**config.mk**
```make
export PLATFORM = sky130hd
export DESIGN_NAME = router_input_port_flat
export DESIGN_NICKNAME = d
export VERILOG_FILES = /design/src/rtl/router_input_port_if.sv /design/src/rtl/router_input_port.sv /design/src/flat_wrapper.sv
export SDC_FILE = /design/constraint.sdc
export NUM_CORES = 1
export LEC_CHECK = 0
export CAP_MARGIN = 10
export CORE_AREA = 2 2 86 88
export DETAILED_ROUTE_END_ITERATION = 6
export DIE_AREA = 0 0 88 90
export PLACE_DENSITY = 0.62
export SLEW_MARGIN = 10
export SYNTH_ARGS = -nofsm -noshare
export SYNTH_HDL_FRONTEND = slang
export SYNTH_SLANG_ARGS = --single-unit
```
**constraint.sdc**
```tcl
create_clock -name clk -period 2.1 [get_ports clk]
set_clock_uncertainty 0.1 [all_clocks]
set_input_delay 0.42 -clock clk [delete_from_list [all_inputs] [get_ports clk]]
set_output_delay 0.42 -clock clk [all_outputs]
set_load 0.02 [all_outputs]
```
**src/rtl/router_input_port_if.sv**
```systemverilog
// Handshake bundle between one input FIFO, the output arbiter and a router input port.
// The master side is the input port itself; the slave side is the FIFO/arbiter/crossbar.
interface router_input_port_if #(
    parameter int FLIT_W = 4
);
    logic              fifo_empty;
    logic [FLIT_W-1:0] fifo_flit;
    logic              read_fifo;
    logic [4:0]        dest_full_vector;
    logic              grant;
    logic [4:0]        request_vector;
    logic [2:0]        destination_port;
    logic [FLIT_W-1:0] flit_out;
    logic              flit_valid;
    logic              packet_done;
    logic              busy;

    modport master (
        input  fifo_empty, fifo_flit, dest_full_vector, grant,
        output read_fifo, request_vector, destination_port, flit_out, flit_valid,
               packet_done, busy
    );

    modport slave (
        output fifo_empty, fifo_flit, dest_full_vector, grant,
        input  read_fifo, request_vector, destination_port, flit_out, flit_valid,
               packet_done, busy
    );
endinterface

```
**src/rtl/router_input_port.sv**
```systemverilog
// Mesh router input port: assembles a relative-offset header from the FIFO, routes XY,
// then forwards the decremented header and a fixed-length payload under grant/backpressure.
module router_input_port #(
    parameter int FLIT_W        = 4,
    parameter int ADDR_W        = 16,
    parameter int PAYLOAD_FLITS = 4
) (
    input logic                 clk,
    input logic                 reset,
    router_input_port_if.master port
);
    localparam int H      = ADDR_W / FLIT_W;
    localparam int HALF   = ADDR_W / 2;
    localparam int HCNT_W = $clog2(H + 1);
    localparam int PCNT_W = $clog2(PAYLOAD_FLITS + 1);
    localparam logic [HCNT_W-1:0] HDR_LAST = HCNT_W'(H - 1);
    localparam logic [PCNT_W-1:0] PAY_LAST = PCNT_W'(PAYLOAD_FLITS - 1);

    typedef enum logic [1:0] {
        LOAD_ADDR,
        REQUEST,
        SEND_HDR,
        SEND_PAYLOAD
    } state_t;

    typedef struct packed {
        logic [4:0]        req;
        logic [2:0]        dport;
        logic [ADDR_W-1:0] next;
    } route_t;

    // XY routing on the two's-complement halves; the offset moved along is stepped
    // one hop towards zero with h-bit wraparound.
    function automatic route_t xy_route(input logic [ADDR_W-1:0] addr);
        logic signed [HALF-1:0] dx;
        logic signed [HALF-1:0] dy;
        logic signed [HALF-1:0] zero;
        logic signed [HALF-1:0] one;
        route_t r;
        r    = '0;
        zero = '0;
        one  = HALF'(1);
        dx   = addr[HALF-1:0];
        dy   = addr[ADDR_W-1:HALF];
        if (dx > zero) begin
            r.req   = 5'b00010;
            r.dport = 3'd1;
            dx      = dx - one;
        end else if (dx < zero) begin
            r.req   = 5'b00001;
            r.dport = 3'd0;
            dx      = dx + one;
        end else if (dy > zero) begin
            r.req   = 5'b01000;
            r.dport = 3'd3;
            dy      = dy - one;
        end else if (dy < zero) begin
            r.req   = 5'b00100;
            r.dport = 3'd2;
            dy      = dy + one;
        end else begin
            r.req   = 5'b10000;
            r.dport = 3'd4;
        end
        r.next = {dy, dx};
        return r;
    endfunction

    state_t              state;
    logic [ADDR_W-1:0]   addr;
    logic [ADDR_W-1:0]   next_addr;
    logic [HCNT_W-1:0]   hdr_cnt;
    logic [PCNT_W-1:0]   pay_cnt;
    logic [4:0]          request_q;
    logic [2:0]          dport_q;
    logic                done_q;

    logic [ADDR_W-1:0]   addr_in;
    route_t              rt;
    logic                dest_full;
    logic                go;
    logic                read_c;
    logic                valid_c;
    logic [FLIT_W-1:0]   flit_c;

    // Header arrives LSB flit first, so each new flit enters at the top.
    assign addr_in   = (addr >> FLIT_W) | (ADDR_W'(port.fifo_flit) << (ADDR_W - FLIT_W));
    assign rt        = xy_route(addr_in);
    assign dest_full = |(request_q & port.dest_full_vector);
    assign go        = port.grant && !dest_full;

    // FIFO pops and flit transfers must react in the same cycle as the handshake inputs.
    always_comb begin
        read_c  = 1'b0;
        valid_c = 1'b0;
        flit_c  = '0;
        if (reset) begin
            case (state)
                LOAD_ADDR: read_c = !port.fifo_empty;
                SEND_HDR: begin
                    if (go) begin
                        valid_c = 1'b1;
                        flit_c  = next_addr[FLIT_W-1:0];
                    end
                end
                SEND_PAYLOAD: begin
                    if (go && !port.fifo_empty) begin
                        read_c  = 1'b1;
                        valid_c = 1'b1;
                        flit_c  = port.fifo_flit;
                    end
                end
                default: ;
            endcase
        end
    end

    always_ff @(posedge clk) begin
        if (!reset) begin
            state     <= LOAD_ADDR;
            addr      <= '0;
            next_addr <= '0;
            hdr_cnt   <= '0;
            pay_cnt   <= '0;
            request_q <= '0;
            dport_q   <= '0;
            done_q    <= 1'b0;
        end else begin
            done_q <= 1'b0;
            case (state)
                LOAD_ADDR: begin
                    if (!port.fifo_empty) begin
                        addr <= addr_in;
                        if (hdr_cnt == HDR_LAST) begin
                            hdr_cnt   <= '0;
                            request_q <= rt.req;
                            dport_q   <= rt.dport;
                            next_addr <= rt.next;
                            state     <= REQUEST;
                        end else begin
                            hdr_cnt <= hdr_cnt + 1'b1;
                        end
                    end
                end
                REQUEST: begin
                    if (go) state <= SEND_HDR;
                end
                SEND_HDR: begin
                    if (go) begin
                        next_addr <= next_addr >> FLIT_W;
                        if (hdr_cnt == HDR_LAST) begin
                            hdr_cnt <= '0;
                            state   <= SEND_PAYLOAD;
                        end else begin
                            hdr_cnt <= hdr_cnt + 1'b1;
                        end
                    end
                end
                SEND_PAYLOAD: begin
                    if (go && !port.fifo_empty) begin
                        if (pay_cnt == PAY_LAST) begin
                            pay_cnt   <= '0;
                            request_q <= '0;
                            dport_q   <= '0;
                            done_q    <= 1'b1;
                            state     <= LOAD_ADDR;
                        end else begin
                            pay_cnt <= pay_cnt + 1'b1;
                        end
                    end
                end
                default: state <= LOAD_ADDR;
            endcase
        end
    end

    assign port.read_fifo        = read_c;
    assign port.flit_valid       = valid_c;
    assign port.flit_out         = flit_c;
    assign port.request_vector   = request_q;
    assign port.destination_port = dport_q;
    assign port.packet_done      = done_q;
    assign port.busy             = (state != LOAD_ADDR) || (hdr_cnt != '0);
endmodule

```
**src/flat_wrapper.sv**
```systemverilog
// flat-port wrapper written by rule: the top's interface ports become plain ports
module router_input_port_flat 
#(
    parameter int FLIT_W        = 4,
    parameter int ADDR_W        = 16,
    parameter int PAYLOAD_FLITS = 4
)
  (clk, reset, port_fifo_empty, port_fifo_flit, port_dest_full_vector, port_grant, port_read_fifo, port_request_vector, port_destination_port, port_flit_out, port_flit_valid, port_packet_done, port_busy);
  router_input_port_if #(.FLIT_W(FLIT_W)) port_i ();
  input logic clk;
  input logic reset;
  input wire logic [$bits(port_i.fifo_empty)-1:0] port_fifo_empty;
  input wire logic [$bits(port_i.fifo_flit)-1:0] port_fifo_flit;
  input wire logic [$bits(port_i.dest_full_vector)-1:0] port_dest_full_vector;
  input wire logic [$bits(port_i.grant)-1:0] port_grant;
  output wire logic [$bits(port_i.read_fifo)-1:0] port_read_fifo;
  output wire logic [$bits(port_i.request_vector)-1:0] port_request_vector;
  output wire logic [$bits(port_i.destination_port)-1:0] port_destination_port;
  output wire logic [$bits(port_i.flit_out)-1:0] port_flit_out;
  output wire logic [$bits(port_i.flit_valid)-1:0] port_flit_valid;
  output wire logic [$bits(port_i.packet_done)-1:0] port_packet_done;
  output wire logic [$bits(port_i.busy)-1:0] port_busy;
  assign port_i.fifo_empty = port_fifo_empty;
  assign port_i.fifo_flit = port_fifo_flit;
  assign port_i.dest_full_vector = port_dest_full_vector;
  assign port_i.grant = port_grant;
  assign port_read_fifo = port_i.read_fifo;
  assign port_request_vector = port_i.request_vector;
  assign port_destination_port = port_i.destination_port;
  assign port_flit_out = port_i.flit_out;
  assign port_flit_valid = port_i.flit_valid;
  assign port_packet_done = port_i.packet_done;
  assign port_busy = port_i.busy;
  router_input_port #(.FLIT_W(FLIT_W), .ADDR_W(ADDR_W), .PAYLOAD_FLITS(PAYLOAD_FLITS)) u_core (.clk(clk), .reset(reset), .port(port_i));
endmodule
```
==> results.json, run 1 <==
{
  "core-area_mm2": 0.00702,
  "numCtsBuffers": 5,
  "max-vdd-ir-drop_mv": 0.352,
  "period_share_pct": 108,
  "synth-seq-cells": 44,
  "fp.dieW_um": 88,
  "drtIter0Drc": 120,
  "synthTopCellsByCount": "60 x nand2_1, 44 x dfxtp_1, 24 x a21oi_1",
  "worst_pin_slew_ns": 0.420,
  "cpMostUsedCell": "buf_6",
  "cp_data_required_time_ns": 1.58,
  "portBuffers": 28,
  "clk_pin_slew_worst_paths_ns": 0.10,
  "max_freq_mhz": 442,
  "synth_edf_count": 0,
  "p_clk_share_pct": 19.3,
  "final_antenna_net_count": 0,
  "hold_depth": 2,
  "r2r-end": "u_core.next_addr[10]$_SDFFE_PN0P_",
  "finalCriticalPeriod_ns": 2.26,
  "synth_most_common_cell": "nand2_1",
  "synth_fp_nets": 380,
  "avgSynthCellArea_um2": 8.05,
  "yosysWarningCount": 0,
  "start_util_pct": 40.6,
  "wl_per_cell_um": 14.9,
  "cts.sink_count": 44,
  "outcome": "complete, but fails checks",
  "p_comb_share_pct": 50.9,
  "num-fill-cells": 661,
  "dieArea_mm2": 0.00792,
  "relSlewSlack_pct": 72.0,
  "dp_slack_ns": -0.936,
  "final-hold-violation-count": 0,
  "cts.path.max_buffers": 2,
  "synth_area_mm2": 0.00285,
  "criticalPathCategory": "flop to primary output",
  "synthArstFlopShare_pct": 0,
  "grt_antenna_before_repair": 0,
  "synth_area_leader_cell": "dfxtp_1",
  "cts_max_level": 2,
  "synth_top_area_share_pct": 30.9,
  "cp-start-kind": "flop",
  "clk_latency_ns": 0.31,
  "rows": 31,
  "path_cells": "a22oi_2 > nand4_2 > nor3b_4 > buf_6 > a32oi_1 > nor2_2 > buf_6",
  "worstPathMaxFanout": 5,
  "synthCells": 354,
  "slowest_delay_ns": 0.34,
  "cts_tree": "done",
  "grt_pass1_wl_um": 12800,
  "r2r-start": "u_core.port.request_vector[2]$_SDFFE_PN0P_",
  "dpl_cell_area_mm2": 0.00361,
  "hp-class": "flop to flop",
  "finalSetupViolations": 10,
  "critical-path-slowest-cell": "dfxtp_2",
  "drv_slew": 0,
  "arrival_ns": 1.74,
  "drive_above_1_share_pct": 29.6,
  "critPathCapture": "port_flit_out[2]",
  "power.switching_fraction_pct": 37.6,
  "ys_top_cells_by_area": "dfxtp_1 31%, nand2_1 7.9%, ha_1 5.7%",
  "drc": 0,
  "synthFlopType": "dfxtp_1",
  "vias_per_cell": 5.33,
  "violations": "negative setup slack",
  "area_growth_pct": 37.1,
  "grt_max_degree": 21,
  "nNetsFinal": 454,
  "design_area_mm2": 0.00391,
  "diodes": 0,
  "p_leak_nw": 1.57,
  "gp_congestion": 0.828,
  "r2r_slack_ns": -0.07,
  "crit_start": "u_core.port.request_vector[2]$_SDFFE_PN0P_",
  "synth_cell_types": 63,
  "maxCapViolCount": 0,
  "seq_area_frac_synth_pct": 30.9,
  "reg2reg_depth": 10,
  "setup_ws_ns": -0.163,
  "die_h_um": 90,
  "root_buffer": "clkbuf_8",
  "grt_pass1_vias": 2708,
  "end_kind": "primary output",
  "vias": 2814,
  "intPower_mw": 2.33,
  "rsz0062_at_grt": "true",
  "cellPowerDensity_mw_per_mm2": 956,
  "seq_power_share_pct": 29.9,
  "io_pins": 29,
  "dpl.hpwl_um": 5730,
  "grt-ovfl-total": 0,
  "grt.total_usage_pct": 20.0,
  "first_pass_iters": 4,
  "wirelength_um": 7860,
  "power.switching_mw": 1.40
}
[layout by cell type, fill, tap and decap left out, types with 7 or more instances in the layout]
cell type and count:
nand3_1 10, inv_1 12, buf_4 61, a21oi_1 24, nor3_1 8, nor2_2 7, nor2_1 14, clkdlybuf4s50_1 13
nand2_1 60, ha_1 12, buf_6 10, mux2i_1 12, dfxtp_1 43, o21ai_0 13, o22ai_1 7
[timing repair]
action / CTS / global route
setup endpoints to repair: 18 / 22
gates cloned: 0 / 1
setup buffers: 2 / 3
hold buffers: 0 / 0
pin swaps: 8 / 14
gates resized for setup: 47 / 28
[final cells by class]
cell class / count / area [um2] / area share [%]
clock buffers: 6 / 82.6 / 2.11
multi-input cells: 268 / 1860 / 47.7
well taps: 99 / 124 / 3.17
inverters: 12 / 45.0 / 1.15
repair buffers: 97 / 873 / 22.3
clock inverters: 2 / 38.8 / 0.992
flip-flops and latches: 44 / 882 / 22.6
[per-stage QoR]
stage	util (%)	total power, mW	hold slack (ns)	TNS, ns	std cells
finish	55.7	3.74	0.354	-1.06	528
global route	55.7	3.97	0.379	-3.13	528
CTS	53.6	3.58	0.352	-0.897	524
detailed placement	51.4	2.86	0.338	-12.30	514
global placement	51.4	2.84	0.330	-11.28	514
floorplan	-	2.22	0.315	-0.0398	354
[registers in the layout, indices dropped and copies added (netlist names)]
signal                        cells
u_core.port.request_vector        4
u_core.port.packet_done           1
u_core.state                      2
u_core.hdr_cnt                    3
u_core.next_addr                 16
u_core.addr                      12
u_core.pay_cnt                    3
u_core.port.destination_port      3
[how the worst min path moves through the flow]
stage | from | endpoint | slack [ns]
2_1_floorplan | u_core.hdr_cnt[2]$_SDFFE_PN0P_ | u_core.hdr_cnt[2]$_SDFFE_PN0P_ | 0.31
6_report | u_core.pay_cnt[2]$_SDFFE_PN0N_ | u_core.pay_cnt[2]$_SDFFE_PN0N_ | 0.35
3_3_place_gp | u_core.hdr_cnt[2]$_SDFFE_PN0P_ | u_core.hdr_cnt[2]$_SDFFE_PN0P_ | 0.33
3_5_place_dp | u_core.hdr_cnt[2]$_SDFFE_PN0P_ | u_core.hdr_cnt[2]$_SDFFE_PN0P_ | 0.34
5_1_grt | u_core.hdr_cnt[2]$_SDFFE_PN0P_ | u_core.hdr_cnt[2]$_SDFFE_PN0P_ | 0.38
4_1_cts | u_core.hdr_cnt[2]$_SDFFE_PN0P_ | u_core.hdr_cnt[2]$_SDFFE_PN0P_ | 0.35
[worst max-delay path: cells and delay by family, from the launching register on]
| family | cells | cell delay [ns] |
|---|---|---|
| buf+inv | 2 | 0.27 |
| compound gates | 2 | 0.26 |
| simple gates | 3 | 0.56 |
| flops | 1 | 0.34 |
[cells by family after synthesis]
group | Yosys count | synth area share [%]
simple gates | 143 | 26.1
compound gates | 90 | 21.6
flops | 44 | 30.9
buf+inv | 42 | 8.21
mux | 15 | 5.40
fa+ha+maj | 13 | 5.71
xor+xnor | 7 | 2.15
[layer usage]
layer	GRT usage (%)	part of all wire [%]	vias to the layer above
li1	-	-	1413
met1	26.3	45	1313
met2	33.3	49	78
met3	3.86	4.9	10
met4	5.38	1.4	0
met5	0	0	-
[power groups by stage]
stage          registers [mW]  clock network, mW  logic, mW
2_1_floorplan            1.13                  0       1.09
3_3_place_gp             1.12                  0       1.72
3_5_place_dp             1.13                  0       1.73
4_1_cts                  1.11              0.723       1.74
5_1_grt                  1.14              0.748       2.08
6_report                 1.12              0.719       1.90
No activity file was read; power rests on OpenSTA's default activity.
==> inputs of run 2 (changes only) <==
--- a/config.mk
+++ b/config.mk
@@ -9,7 +9,7 @@
 export CORE_AREA = 2 2 86 88
 export DETAILED_ROUTE_END_ITERATION = 6
 export DIE_AREA = 0 0 88 90
-export PLACE_DENSITY = 0.62
+export HOLD_SLACK_MARGIN = 0.15
 export SLEW_MARGIN = 10
 export SYNTH_ARGS = -nofsm -noshare
 export SYNTH_HDL_FRONTEND = slang
==> results.json, run 2 (synthesized netlist as in run 1, its figures left out) <==
{
  "end_kind": "primary output",
  "rsz0062_at_grt": "true",
  "outcome": "complete, but fails checks",
  "numCtsBuffers": 5,
  "start_util_pct": 40.6,
  "worst_pin_slew_ns": 0.381,
  "wl_per_cell_um": 14.4,
  "postCtsHoldBufs": 0,
  "final_antenna_net_count": 0,
  "wirelength_um": 7610,
  "drtIter0Drc": 101,
  "clk_latency_ns": 0.31,
  "first_pass_iters": 4,
  "diodes": 0,
  "grt_pass1_vias": 2631,
  "finalSetupViolations": 6,
  "grt-ovfl-total": 0,
  "grt_antenna_before_repair": 0,
  "cp-start-kind": "flop",
  "fp.dieW_um": 88,
  "root_buffer": "clkbuf_8",
  "max_freq_mhz": 440,
  "clk_pin_slew_worst_paths_ns": 0.10,
  "vias": 2749,
  "die_h_um": 90,
  "area_growth_pct": 32.3,
  "regMostFlops": "u_core.next_addr",
  "dpl_cell_area_mm2": 0.00361,
  "drc": 0,
  "violations": "negative setup slack",
  "p_total_mw": 3.44,
  "drv_slew": 0,
  "layout_common_cells": "62 x buf_4, 60 x nand2_1, 41 x dfxtp_1",
  "p_leak_nw": 1.49,
  "vias_per_cell": 5.22,
  "final-hold-violation-count": 0,
  "period_share_pct": 108,
  "core-area_mm2": 0.00702,
  "grt_max_degree": 36,
  "cts.path.max_buffers": 2,
  "drive_above_1_share_pct": 27.3,
  "cts_tree": "done",
  "io_pins": 29,
  "cp_data_required_time_ns": 1.58,
  "num-fill-cells": 685,
  "max-vdd-ir-drop_mv": 0.336,
  "portBuffers": 28,
  "fin_cells": 527,
  "final_common_cell": "buf_4",
  "worstPathMaxFanout": 5,
  "finalCriticalPeriod_ns": 2.27,
  "setup_ws_ns": -0.175,
  "hp-class": "flop to flop",
  "grt.total_usage_pct": 19.7,
  "grt_pass1_wl_um": 12600,
  "final_util_pct": 53.7,
  "nNetsFinal": 453,
  "relSlewSlack_pct": 73.9,
  "cts_max_level": 2,
  "gp_congestion": 0.839,
  "cts.sink_count": 44,
  "dieArea_mm2": 0.00792,
  "dp_slack_ns": -0.904,
  "maxCapViolCount": 0,
  "dpl.hpwl_um": 5740,
  "rows": 31,
  "cellPowerDensity_mw_per_mm2": 912,
  "largest_reg_flops": 16,
  "dp_cells": 516,
  "arrival_ns": 1.75,
  "design_area_mm2": 0.00377,
  "criticalPathCategory": "flop to primary output"
}
-- run 2: cell types whose count changed in the layout (fill, tap and decap cells not counted), sizes merged --
cell	before	now
dlymetal6s2s	3	1
dlygate4sd2	4	6
clkinvlp	0	2
bufinv	1	0
clkbuf	8	5
clkdlybuf4s50	13	14
-- run 2: stage by stage --
step	hold slack, ns	setup TNS (ns)
final	0.346	-0.782
after floorplan	0.315	-0.0398
after global placement	0.328	-11.94
after global routing	0.364	-1.28
after CTS	0.344	-0.779
after detailed placement	0.332	-12.95
-- run 2: timing repair --
action	4_1_cts	5_1_grt
buffers inserted	2	0
setup endpoints to repair	18	25
pin swaps	9	3
resized for setup	45	13
cloned	0	1
-- run 2: area by class of cell --
| type | count | area, um2 | area share, % |
|---|---|---|---|
| Clock buffer | 5 | 68.8 | 1.83 |
| Clock inverter | 3 | 23.8 | 0.631 |
| Inverter | 12 | 45.0 | 1.19 |
| Multi-Input combinational cell | 268 | 1810 | 47.9 |
| Sequential cell | 44 | 885 | 23.5 |
| Tap cell | 99 | 124 | 3.29 |
| Timing Repair Buffer | 96 | 818 | 21.7 |
-- run 2: where the power goes --
group / leakage [nW] / internal (mW) / switching (mW)
combinational: 1.09 / 0.830 / 0.920
sequential: 0.358 / 1.01 / 0.109
clock: 0.0404 / 0.236 / 0.334
total: 1.49 / 2.07 / 1.36
-- run 2: path summary, 6_finish.rpt --
check                                     endpoint  slack [ns]  cells after the start                                        from
hold / removal      u_core.hdr_cnt[2]$_SDFFE_PN0P_        0.35                      2              u_core.hdr_cnt[2]$_SDFFE_PN0P_
setup reg to reg  u_core.next_addr[5]$_SDFFE_PN0P_        0.14                      6                 u_core.addr[4]$_SDFFE_PN0P_
hold reg to reg     u_core.hdr_cnt[2]$_SDFFE_PN0P_        0.35                      2              u_core.hdr_cnt[2]$_SDFFE_PN0P_
setup / recovery                  port_flit_out[2]       -0.17                      7  u_core.port.request_vector[2]$_SDFFE_PN0P_
-- run 2: per-layer routing --
metal / share of wire (%) / up-vias / GRT usage [%]
li1: - / 1409 / -
met1: 47 / 1260 / 26.2
met2: 47 / 67 / 32.1
met3: 3.9 / 13 / 2.75
met4: 2.2 / 0 / 6.79
met5: 0 / - / 0
-- run 2: critical path, cell delays in order, from the launching register on --
cell,delay (ns)
dfxtp_2,0.34
a22oi_2,0.20
nand4_2,0.15
nor3b_4,0.26
buf_6,0.15
a32oi_1,0.07
nor2_2,0.14
buf_6,0.13
